File: src/rtl/spi_master_param_if.sv
`default_nettype none
// ============================================================================
//  Module      : spi_master_param_if
//  Description : Bundles the request/acknowledge handshake, the transfer
//                data/config and the SPI pins of spi_master_param.
//                master modport : seen by the SPI master (the DUT)
//                slave  modport : seen by the controlling logic / bench
//  Signals     : req_i, ack_o, busy_o, mode_i[1:0], cs_sel_i[CS_W-1:0],
//                tx_data_i[DATA_W-1:0], rx_data_o[DATA_W-1:0],
//                spi_sclk_o, spi_mosi_o, spi_miso_i, spi_cs_n_o[CS_NUM-1:0]
//  Revision    : 1.0 - initial release
// ============================================================================
interface spi_master_param_if #(
    parameter int DATA_W = 16,
    parameter int CS_NUM = 2,
    parameter int CS_W   = 1
);
    logic                req_i;
    logic                ack_o;
    logic                busy_o;
    logic [1:0]          mode_i;
    logic [CS_W-1:0]     cs_sel_i;
    logic [DATA_W-1:0]   tx_data_i;
    logic [DATA_W-1:0]   rx_data_o;
    logic                spi_sclk_o;
    logic                spi_mosi_o;
    logic                spi_miso_i;
    logic [CS_NUM-1:0]   spi_cs_n_o;

    modport master (
        input  req_i, mode_i, cs_sel_i, tx_data_i, spi_miso_i,
        output ack_o, busy_o, rx_data_o, spi_sclk_o, spi_mosi_o, spi_cs_n_o
    );

    modport slave (
        output req_i, mode_i, cs_sel_i, tx_data_i, spi_miso_i,
        input  ack_o, busy_o, rx_data_o, spi_sclk_o, spi_mosi_o, spi_cs_n_o
    );
endinterface
`default_nettype wire

File: src/rtl/spi_master_param.sv
`default_nettype none
// ============================================================================
//  Module      : spi_master_param
//  Description : Parameterised full-duplex SPI master. One transfer per
//                req_i/ack_o handshake, all four CPOL/CPHA modes selectable
//                per transfer, one active-low chip select per peripheral and
//                an enforced idle gap between transfers.
//  Ports       : clk_i  - system clock
//                rst_i  - asynchronous active-high reset
//                bus    - spi_master_param_if.master (handshake, data, pins)
//                loopback_i - (SPI_LOOPBACK_EN only) sample internal mosi
//                             instead of spi_miso_i
//  Options     : `define SPI_LOOPBACK_EN adds the loopback_i port.
//  Revision    : 1.0 - initial release
// ============================================================================
module spi_master_param #(
    parameter int DATA_W     = 16,
    parameter int CS_NUM     = 2,
    parameter int CS_W       = 1,
    parameter int CLK_DIV    = 4,
    parameter int GAP_CYCLES = 100000
) (
    input  wire logic          clk_i,
    input  wire logic          rst_i,
    spi_master_param_if.master bus
`ifdef SPI_LOOPBACK_EN
    ,
    input  wire logic          loopback_i
`endif
);

    // One counter serves LEAD/SHIFT/TRAIL (half-period) and GAP timing.
    localparam int C_CNT_MAX = (CLK_DIV > GAP_CYCLES) ? CLK_DIV : GAP_CYCLES;
    localparam int C_CNT_W   = $clog2(C_CNT_MAX + 1);
    localparam int C_EDGE_W  = $clog2(2 * DATA_W + 1);

    localparam logic [C_CNT_W-1:0]  C_DIV_LAST = C_CNT_W'(CLK_DIV - 1);
    localparam logic [C_CNT_W-1:0]  C_GAP_LAST = C_CNT_W'(GAP_CYCLES - 1);
    localparam logic [C_EDGE_W-1:0] C_EDGES    = C_EDGE_W'(2 * DATA_W);

    typedef enum logic [2:0] {
        S_IDLE  = 3'd0,
        S_LEAD  = 3'd1,
        S_SHIFT = 3'd2,
        S_TRAIL = 3'd3,
        S_ACK   = 3'd4,
        S_GAP   = 3'd5
    } state_t;

    state_t              r_state;
    logic [C_CNT_W-1:0]  r_cnt;
    logic [C_EDGE_W-1:0] r_edge;
    logic                r_cpha;
    logic [CS_W-1:0]     r_cs_sel;
    logic [DATA_W-1:0]   r_tx;
    logic [DATA_W-1:0]   r_rx;
    logic [DATA_W-1:0]   r_rx_data;
    logic                r_ack;
    logic                r_busy;
    logic                r_sclk;
    logic                r_mosi;
    logic [CS_NUM-1:0]   r_cs_n;

    logic [C_EDGE_W-1:0] w_edge_nxt;
    logic                w_leading;
    logic                w_sample;
    logic                w_drive;
    logic                w_miso;
    logic [CS_NUM-1:0]   w_cs_dec;

    // Number of the sclk edge produced by the current tick (1..2*DATA_W);
    // odd numbers are the leading edges of each sclk period.
    assign w_edge_nxt = r_edge + C_EDGE_W'(1);
    assign w_leading  = w_edge_nxt[0];
    assign w_sample   = r_cpha ? ~w_leading : w_leading;
    // CPHA=0 already presented the MSB before the first edge, so the final
    // trailing edge has no bit left to shift out.
    assign w_drive    = r_cpha ? w_leading
                               : (~w_leading && (w_edge_nxt != C_EDGES));

`ifdef SPI_LOOPBACK_EN
    assign w_miso = loopback_i ? r_mosi : bus.spi_miso_i;
`else
    assign w_miso = bus.spi_miso_i;
`endif

    // Out-of-range selects decode to no active line.
    always_comb begin
        w_cs_dec = '0;
        for (int i = 0; i < CS_NUM; i++) begin
            if (32'(r_cs_sel) == i) begin
                w_cs_dec[i] = 1'b1;
            end
        end
    end

    always_ff @(posedge clk_i or posedge rst_i) begin
        if (rst_i) begin
            r_state   <= S_IDLE;
            r_cnt     <= '0;
            r_edge    <= '0;
            r_cpha    <= 1'b0;
            r_cs_sel  <= '0;
            r_tx      <= '0;
            r_rx      <= '0;
            r_rx_data <= '0;
            r_ack     <= 1'b0;
            r_busy    <= 1'b0;
            r_sclk    <= 1'b0;
            r_mosi    <= 1'b0;
            r_cs_n    <= '1;
        end else begin
            r_ack <= 1'b0;
            case (r_state)
                S_IDLE: begin
                    r_cs_n <= '1;
                    if (bus.req_i) begin
                        r_cpha   <= bus.mode_i[0];
                        r_cs_sel <= bus.cs_sel_i;
                        // sclk takes the new CPOL now; CS follows a cycle later.
                        r_sclk   <= bus.mode_i[1];
                        if (!bus.mode_i[0]) begin
                            r_mosi <= bus.tx_data_i[DATA_W-1];
                            r_tx   <= {bus.tx_data_i[DATA_W-2:0], 1'b0};
                        end else begin
                            r_tx   <= bus.tx_data_i;
                        end
                        r_cnt   <= '0;
                        r_busy  <= 1'b1;
                        r_state <= S_LEAD;
                    end
                end

                S_LEAD: begin
                    r_cs_n <= ~w_cs_dec;
                    if (r_cnt == C_DIV_LAST) begin
                        r_cnt   <= '0;
                        r_edge  <= '0;
                        r_state <= S_SHIFT;
                    end else begin
                        r_cnt <= r_cnt + C_CNT_W'(1);
                    end
                end

                S_SHIFT: begin
                    if (r_cnt == C_DIV_LAST) begin
                        r_cnt  <= '0;
                        r_sclk <= ~r_sclk;
                        r_edge <= w_edge_nxt;
                        // miso is captured at the same clk edge that moves
                        // sclk, i.e. the value the slave held for the
                        // preceding half period.
                        if (w_sample) begin
                            r_rx <= {r_rx[DATA_W-2:0], w_miso};
                        end
                        if (w_drive) begin
                            r_mosi <= r_tx[DATA_W-1];
                            r_tx   <= {r_tx[DATA_W-2:0], 1'b0};
                        end
                        if (w_edge_nxt == C_EDGES) begin
                            r_state <= S_TRAIL;
                        end
                    end else begin
                        r_cnt <= r_cnt + C_CNT_W'(1);
                    end
                end

                S_TRAIL: begin
                    if (r_cnt == C_DIV_LAST) begin
                        r_cnt     <= '0;
                        r_cs_n    <= '1;
                        r_ack     <= 1'b1;
                        r_rx_data <= r_rx;
                        r_state   <= S_ACK;
                    end else begin
                        r_cnt <= r_cnt + C_CNT_W'(1);
                    end
                end

                S_ACK: begin
                    r_cnt   <= '0;
                    r_state <= S_GAP;
                end

                S_GAP: begin
                    if (r_cnt == C_GAP_LAST) begin
                        r_cnt   <= '0;
                        r_busy  <= 1'b0;
                        r_state <= S_IDLE;
                    end else begin
                        r_cnt <= r_cnt + C_CNT_W'(1);
                    end
                end

                default: begin
                    r_cs_n  <= '1;
                    r_busy  <= 1'b0;
                    r_state <= S_IDLE;
                end
            endcase
        end
    end

    assign bus.ack_o      = r_ack;
    assign bus.busy_o     = r_busy;
    assign bus.rx_data_o  = r_rx_data;
    assign bus.spi_sclk_o = r_sclk;
    assign bus.spi_mosi_o = r_mosi;
    assign bus.spi_cs_n_o = r_cs_n;

endmodule
`default_nettype wire
File: src/flat_wrapper.sv
// flat-port wrapper written by rule: the top's interface ports become plain ports
module spi_master_param_flat 
#(
    parameter int DATA_W     = 16,
    parameter int CS_NUM     = 2,
    parameter int CS_W       = 1,
    parameter int CLK_DIV    = 4,
    parameter int GAP_CYCLES = 100000
)
  (clk_i, rst_i, bus_req_i, bus_mode_i, bus_cs_sel_i, bus_tx_data_i, bus_spi_miso_i, bus_ack_o, bus_busy_o, bus_rx_data_o, bus_spi_sclk_o, bus_spi_mosi_o, bus_spi_cs_n_o);
  spi_master_param_if #(.DATA_W(DATA_W), .CS_NUM(CS_NUM), .CS_W(CS_W)) bus_i ();
  input  wire logic clk_i;
  input  wire logic rst_i;
  input wire logic [$bits(bus_i.req_i)-1:0] bus_req_i;
  input wire logic [$bits(bus_i.mode_i)-1:0] bus_mode_i;
  input wire logic [$bits(bus_i.cs_sel_i)-1:0] bus_cs_sel_i;
  input wire logic [$bits(bus_i.tx_data_i)-1:0] bus_tx_data_i;
  input wire logic [$bits(bus_i.spi_miso_i)-1:0] bus_spi_miso_i;
  output wire logic [$bits(bus_i.ack_o)-1:0] bus_ack_o;
  output wire logic [$bits(bus_i.busy_o)-1:0] bus_busy_o;
  output wire logic [$bits(bus_i.rx_data_o)-1:0] bus_rx_data_o;
  output wire logic [$bits(bus_i.spi_sclk_o)-1:0] bus_spi_sclk_o;
  output wire logic [$bits(bus_i.spi_mosi_o)-1:0] bus_spi_mosi_o;
  output wire logic [$bits(bus_i.spi_cs_n_o)-1:0] bus_spi_cs_n_o;
  assign bus_i.req_i = bus_req_i;
  assign bus_i.mode_i = bus_mode_i;
  assign bus_i.cs_sel_i = bus_cs_sel_i;
  assign bus_i.tx_data_i = bus_tx_data_i;
  assign bus_i.spi_miso_i = bus_spi_miso_i;
  assign bus_ack_o = bus_i.ack_o;
  assign bus_busy_o = bus_i.busy_o;
  assign bus_rx_data_o = bus_i.rx_data_o;
  assign bus_spi_sclk_o = bus_i.spi_sclk_o;
  assign bus_spi_mosi_o = bus_i.spi_mosi_o;
  assign bus_spi_cs_n_o = bus_i.spi_cs_n_o;
  spi_master_param #(.DATA_W(DATA_W), .CS_NUM(CS_NUM), .CS_W(CS_W), .CLK_DIV(CLK_DIV), .GAP_CYCLES(GAP_CYCLES)) u_core (.clk_i(clk_i), .rst_i(rst_i), .bus(bus_i));
endmodule
File: config.mk
export PLATFORM = sky130hd
export DESIGN_NAME = spi_master_param_flat
export DESIGN_NICKNAME = d
export VERILOG_FILES = /design/src/rtl/spi_master_param_if.sv /design/src/rtl/spi_master_param.sv /design/src/flat_wrapper.sv
export SDC_FILE = /design/constraint.sdc
export NUM_CORES = 1
export LEC_CHECK = 0
export CORE_MARGIN = 2
export CORE_UTILIZATION = 40
export DETAILED_ROUTE_END_ITERATION = 12
export DONT_BUFFER_PORTS = 1
export GPL_TIMING_DRIVEN = 0
export PLACE_DENSITY = 0.54
export SKIP_LAST_GASP = 1
export SYNTH_ARGS = -nofsm -noshare
export SYNTH_HDL_FRONTEND = slang
export SYNTH_SLANG_ARGS = --single-unit
File: constraint.sdc
create_clock -name clk_i -period 3.2 [get_ports clk_i]
set_input_delay 0.8 -clock clk_i [delete_from_list [all_inputs] [get_ports clk_i]]
set_output_delay 0.8 -clock clk_i [all_outputs]
set_load 0.02 [all_outputs]
Word-level counts from Yosys, hierarchy flattened
Cells that the tools add are included.
- add/sub/neg operators: 2
- equal/unequal tests: 17
- mux-type cells: 38
- bitwise operators: 5
- reduce and logical (&&, ||, !) cells: 19
- operator list (cell ; number):
    $pmux 17 s4 ; 1
    $mux 16 ; 4
    $mux 17 ; 3
    $pmux 16 s2 ; 1
    $mux 3 ; 6
    $pmux 3 s6 ; 1
    $add 17x1->17 const B ; 1
    $eq 17x17->1 const B ; 1
    $eq 17x2->1 const B ; 1
    $mux 1 ; 14
    $mux 6 ; 2
    $ne 2x1->1 const B ; 6
    $pmux 6 s2 ; 1
    $reduce_and 3->1 ; 4
    $reduce_and 2->1 ; 4
    $add 6x1->6 const B ; 1
    $eq 3x2->1 const B ; 2
    $eq 3x3->1 const B ; 2
    $eq 6x6->1 const B ; 1
    $ne 6x6->1 const B ; 1
    $pmux 2 s3 ; 1
    $reduce_and 6->1 ; 1
    $reduce_or 3->1 ; 2
    $reduce_and 5->1 ; 1
    13 further kinds ; 19
- register bits after elaboration: 82
- input port bits: 23
- output and inout port bits: 22
- word-level logic and storage cells: 94

Logic depth before layout (Yosys ltp)
- depth after elaboration: 7
- mapped depth: 7
- gate-level depth less buffers: 6

Least setup slack after synthesis
OpenSTA, ideal clock, no wires.
- kind: flip-flop to flip-flop
- start: register u_core.r_cnt[11]
- end: register u_core.r_tx[5]
- setup time: 0.125 ns
- arrival time: 2.260 ns
- required time: 3.075 ns
- path slack: 0.815 ns
- stages on the path, launching flop included: 7
- buffers on the path: 1
- period minus slack after synthesis: 2.385 ns
- cells stage by stage: dfrtp_1 -> or4_1 -> nor2_2 -> a31oi_1 -> a211oi_4 -> buf_6 -> mux2_2
- longest elaborated chain between the ends: 3
- RTL lines (item ; RTL line ; source):
    start, declared ; spi_master_param.sv:51 ; logic [C_CNT_W-1:0] r_cnt;
    start signal, assigned ; spi_master_param.sv:141 ; r_cnt <= r_cnt + C_CNT_W'(1);
    start signal, assigned ; spi_master_param.sv:164 ; r_cnt <= r_cnt + C_CNT_W'(1);
    start signal, assigned ; spi_master_param.sv:176 ; r_cnt <= r_cnt + C_CNT_W'(1);
    $eq 17x2->1 ; spi_master_param.sv:146 ; if (r_cnt == C_DIV_LAST) begin
    $ne 2x1->1 (no line) ; n/a ;
    $reduce_and 4->1 (no line) ; n/a ;
    end signal, assigned ; spi_master_param.sv:124 ; r_tx <= {bus.tx_data_i[DATA_W-2:0], 1'b0};
    end signal, assigned ; spi_master_param.sv:126 ; r_tx <= bus.tx_data_i;
    end signal, assigned ; spi_master_param.sv:158 ; r_tx <= {r_tx[DATA_W-2:0], 1'b0};
    end, declared ; spi_master_param.sv:55 ; logic [DATA_W-1:0] r_tx;
No other way between the ends.
A chain may end at the register's enable or synchronous reset.

Worst setup path in the final report
- start: register u_core.r_cnt[11]
- end: register u_core.r_rx[1]
- longest elaborated chain between the ends: 2
- RTL lines (item ; RTL line ; source):
    $eq 17x2->1 ; spi_master_param.sv:146 ;
    $reduce_and 3->1 (no line) ; n/a ;
    end signal, assigned ; spi_master_param.sv:154 ; r_rx <= {r_rx[DATA_W-2:0], w_miso};
    end, declared ; spi_master_param.sv:56 ; logic [DATA_W-1:0] r_rx;
No other way between the ends.

==> results.json <==
{
  "seq_area_frac_synth_pct": 49.7,
  "die_h_um": 106,
  "synth_edf_count": 0,
  "yosysUniqueCellTypes": 54,
  "dpl_cell_area_sq_um": 4340,
  "powerDensity_nw_per_um2": 757,
  "rr_worst_depth": 6,
  "synth_area_sq_um": 4140,
  "syn-num-nets": 404,
  "syn_inst": 379,
  "arrival_ps": 3010,
  "ctsResizeCount": 0,
  "yosysMostFrequentCell": "dfrtp_1",
  "wl_per_cell_um": 15.7,
  "ios": 45,
  "synth_top_area_share_pct": 48.4,
  "viasPerCell": 5.31,
  "place_inst": 516,
  "power_frac_comb_pct": 36.2,
  "final_area_sq_um": 4520,
  "initial_core_util_pct": 40.6,
  "drc": 0,
  "gr-total-overflow": 0,
  "clockBufferDepth": 2,
  "path_clk_slew_ps": 100,
  "drv_cap": 0,
  "clockPowerShare_pct": 20.5,
  "r2r_setup_slack_ps": 420,
  "postCtsSetupBuffers": 0,
  "fin_skew_ps": 15.9,
  "fin_util_pct": 44.4,
  "grt_usage_pct": 16.0,
  "die_w_um": 106,
  "ys.flop_type": "dfrtp_1",
  "layout.nets": 416,
  "pre_cts_ws_ps": 418,
  "setup_ws_ps": 421,
  "ys_warn_count": 0,
  "fmax_mhz": 360,
  "p_sw_share_pct": 39.4,
  "port_buffers": 0,
  "ir_worst_vdd_uv": 249,
  "switching_power_mw": 1.35,
  "p_seq_share_pct": 43.3,
  "async_reset_ff_share_pct": 100,
  "routed_wl_um": 8350,
  "vias": 2826,
  "numCtsBuffers": 9,
  "die_area_sq_um": 11200,
  "cts_max_level": 3,
  "synth.area.top_cells": "dfrtp_1 (48%), mux2_2 (12%), mux2i_1 (4.4%), nand2_1 (3.6%), o21ai_0 (2.9%)",
  "setup_viol": 0,
  "hold_viol_final": 0,
  "synth.largest_area_cell": "dfrtp_1",
  "syn2layout_area_growth_pct": 9.26,
  "antenna_found_initial": 0,
  "rows": 37,
  "cts_tree": "built",
  "slew_headroom_pct": 40.1,
  "grt_pass1_wl_um": 14400,
  "fin_hold_ws_ps": 315,
  "core_sq_um": 10200,
  "crit_fanout": 10,
  "p_leak_nw": 1.94,
  "status": "complete, no violations",
  "clock_latency_ps": 350,
  "drt-initial-drc-count": 119,
  "tns_ps": 0,
  "cts.sinks": 82,
  "fillers": 990,
  "min_period_ps": 2780,
  "synth-seq-cells": 82,
  "cp.required_ps": 3430,
  "holdBufCountCts": 0,
  "worstSetupEndpointType": "flop",
  "rsz0062_at_grt": "no",
  "final_max_slew_viol_count": 0,
  "power_mw": 3.42,
  "stdcell_count": 532,
  "internal_power_mw": 2.07,
  "period_share_pct": 86.8,
  "drive_above_1_share_pct": 20.2,
  "path_class": "reg -> reg",
  "synthTopCellsByCount": "dfrtp_1 (80), mux2_2 (43), nand2_1 (40)",
  "tightest_slew_ps": 893,
  "grt_pass1_vias": 2934,
  "finalWeightedCongestion": 0.800,
  "startpoint_type": "flop",
  "hold_path_class": "in -> async",
  "syn_avg_cell_area_sq_um": 10.9,
  "root_buffer": "clkbuf_8",
  "grt_max_degree": 52,
  "detailed_place_hpwl_um": 5920,
  "num_antenna_cells": 0,
  "postRouteAntennaNets": 0,
  "first_pass_iters": 4
}
sequential cells by signal (all words and copies together) (netlist names):
signal,flops
u_core.bus.rx_data_o,16
u_core.r_cs_sel,1
u_core.bus.spi_mosi_o,1
u_core.bus.busy_o,1
u_core.r_cpha,1
u_core.r_tx,16
u_core.bus.ack_o,1
u_core.r_state,3
u_core.r_cnt,17
u_core.bus.spi_sclk_o,1
u_core.bus.spi_cs_n_o,2
u_core.r_rx,16
u_core.r_edge,6
critical path: stages (launching register included):
cell	delay, ps
dfrtp_1	420
or4_1	600
nor2_2	360
nand2_2	170
nor4_4	470
buf_4	300
mux2_2	350
worst paths after layout:
check,start,to
worst max register to register,u_core.r_cnt[11]$_DFFE_PP0P_,u_core.r_rx[1]$_DFFE_PP0P_
worst min register to register,u_core.r_tx[4]$_DFFE_PP0P_,u_core.r_tx[4]$_DFFE_PP0P_
worst max-delay path,u_core.r_cnt[11]$_DFFE_PP0P_,u_core.r_rx[1]$_DFFE_PP0P_
min in group clk_i,u_core.r_tx[4]$_DFFE_PP0P_,u_core.r_tx[4]$_DFFE_PP0P_
worst min-delay path,rst_i,u_core.r_tx[2]$_DFFE_PP0P_
max in group asynchronous,rst_i,u_core.bus.spi_cs_n_o[0]$_DFFE_PP1P_
cells by family after synthesis:
group | share of synthesized area (%)
AO/OA/AOI/OAI | 9.35
XOR/XNOR | 2.97
adder cells (fa/ha/maj) | 0.605
buffers and inverters | 2.60
flip-flops | 49.7
multiplexers | 18.2
AND/OR/NAND/NOR | 16.6
cell type report:
class | count | area, sq um | area share [%]
buffer | 17 | 81.3 | 1.80
clock buffer | 9 | 124 | 2.74
tap | 136 | 170 | 3.77
multi-input combinational | 273 | 1970 | 43.7
timing repair buffer | 1 | 27.5 | 0.609
sequential | 82 | 2050 | 45.5
clock inverter | 7 | 58.8 | 1.30
inverter | 7 | 28.8 | 0.637
power groups by stage:
stage / Combinational, mW / Clock, mW / Sequential (mW)
2_1_floorplan: 1.00 / 0 / 1.45
3_3_place_gp: 1.23 / 0 / 1.50
3_5_place_dp: 1.25 / 0 / 1.50
4_1_cts: 1.25 / 0.733 / 1.48
5_1_grt: 1.40 / 0.776 / 1.52
6_report: 1.24 / 0.701 / 1.48
placed cells by master (no fill, tap or decap), types with 3 or more instances in the layout:
| cell | n |
|---|---|
| dfrtp_1 | 80 |
| nand3_1 | 10 |
| or2_2 | 3 |
| o21ai_0 | 24 |
| inv_1 | 5 |
| nor3_1 | 9 |
| a31oi_1 | 4 |
| clkbuf_1 | 11 |
| nor2_1 | 23 |
| nor3b_1 | 3 |
| mux2i_1 | 18 |
| and3_1 | 7 |
| o31ai_1 | 7 |
| nand2_1 | 40 |
| clkbuf_8 | 9 |
| nor4_1 | 6 |
| nand4_1 | 6 |
| nor2b_1 | 5 |
| a21oi_1 | 7 |
| xnor2_1 | 13 |
| inv_6 | 3 |
| mux2_2 | 43 |
| mux2_1 | 8 |
per-layer routing:
layer | global-route usage, % | wire (um)
met3 | 5.01 | 502
met2 | 24.8 | 3820
met1 | 21.7 | 3960
met5 | 0 | 0
met4 | 4.79 | 58
Note: power is estimated with default switching activity, not from simulation.
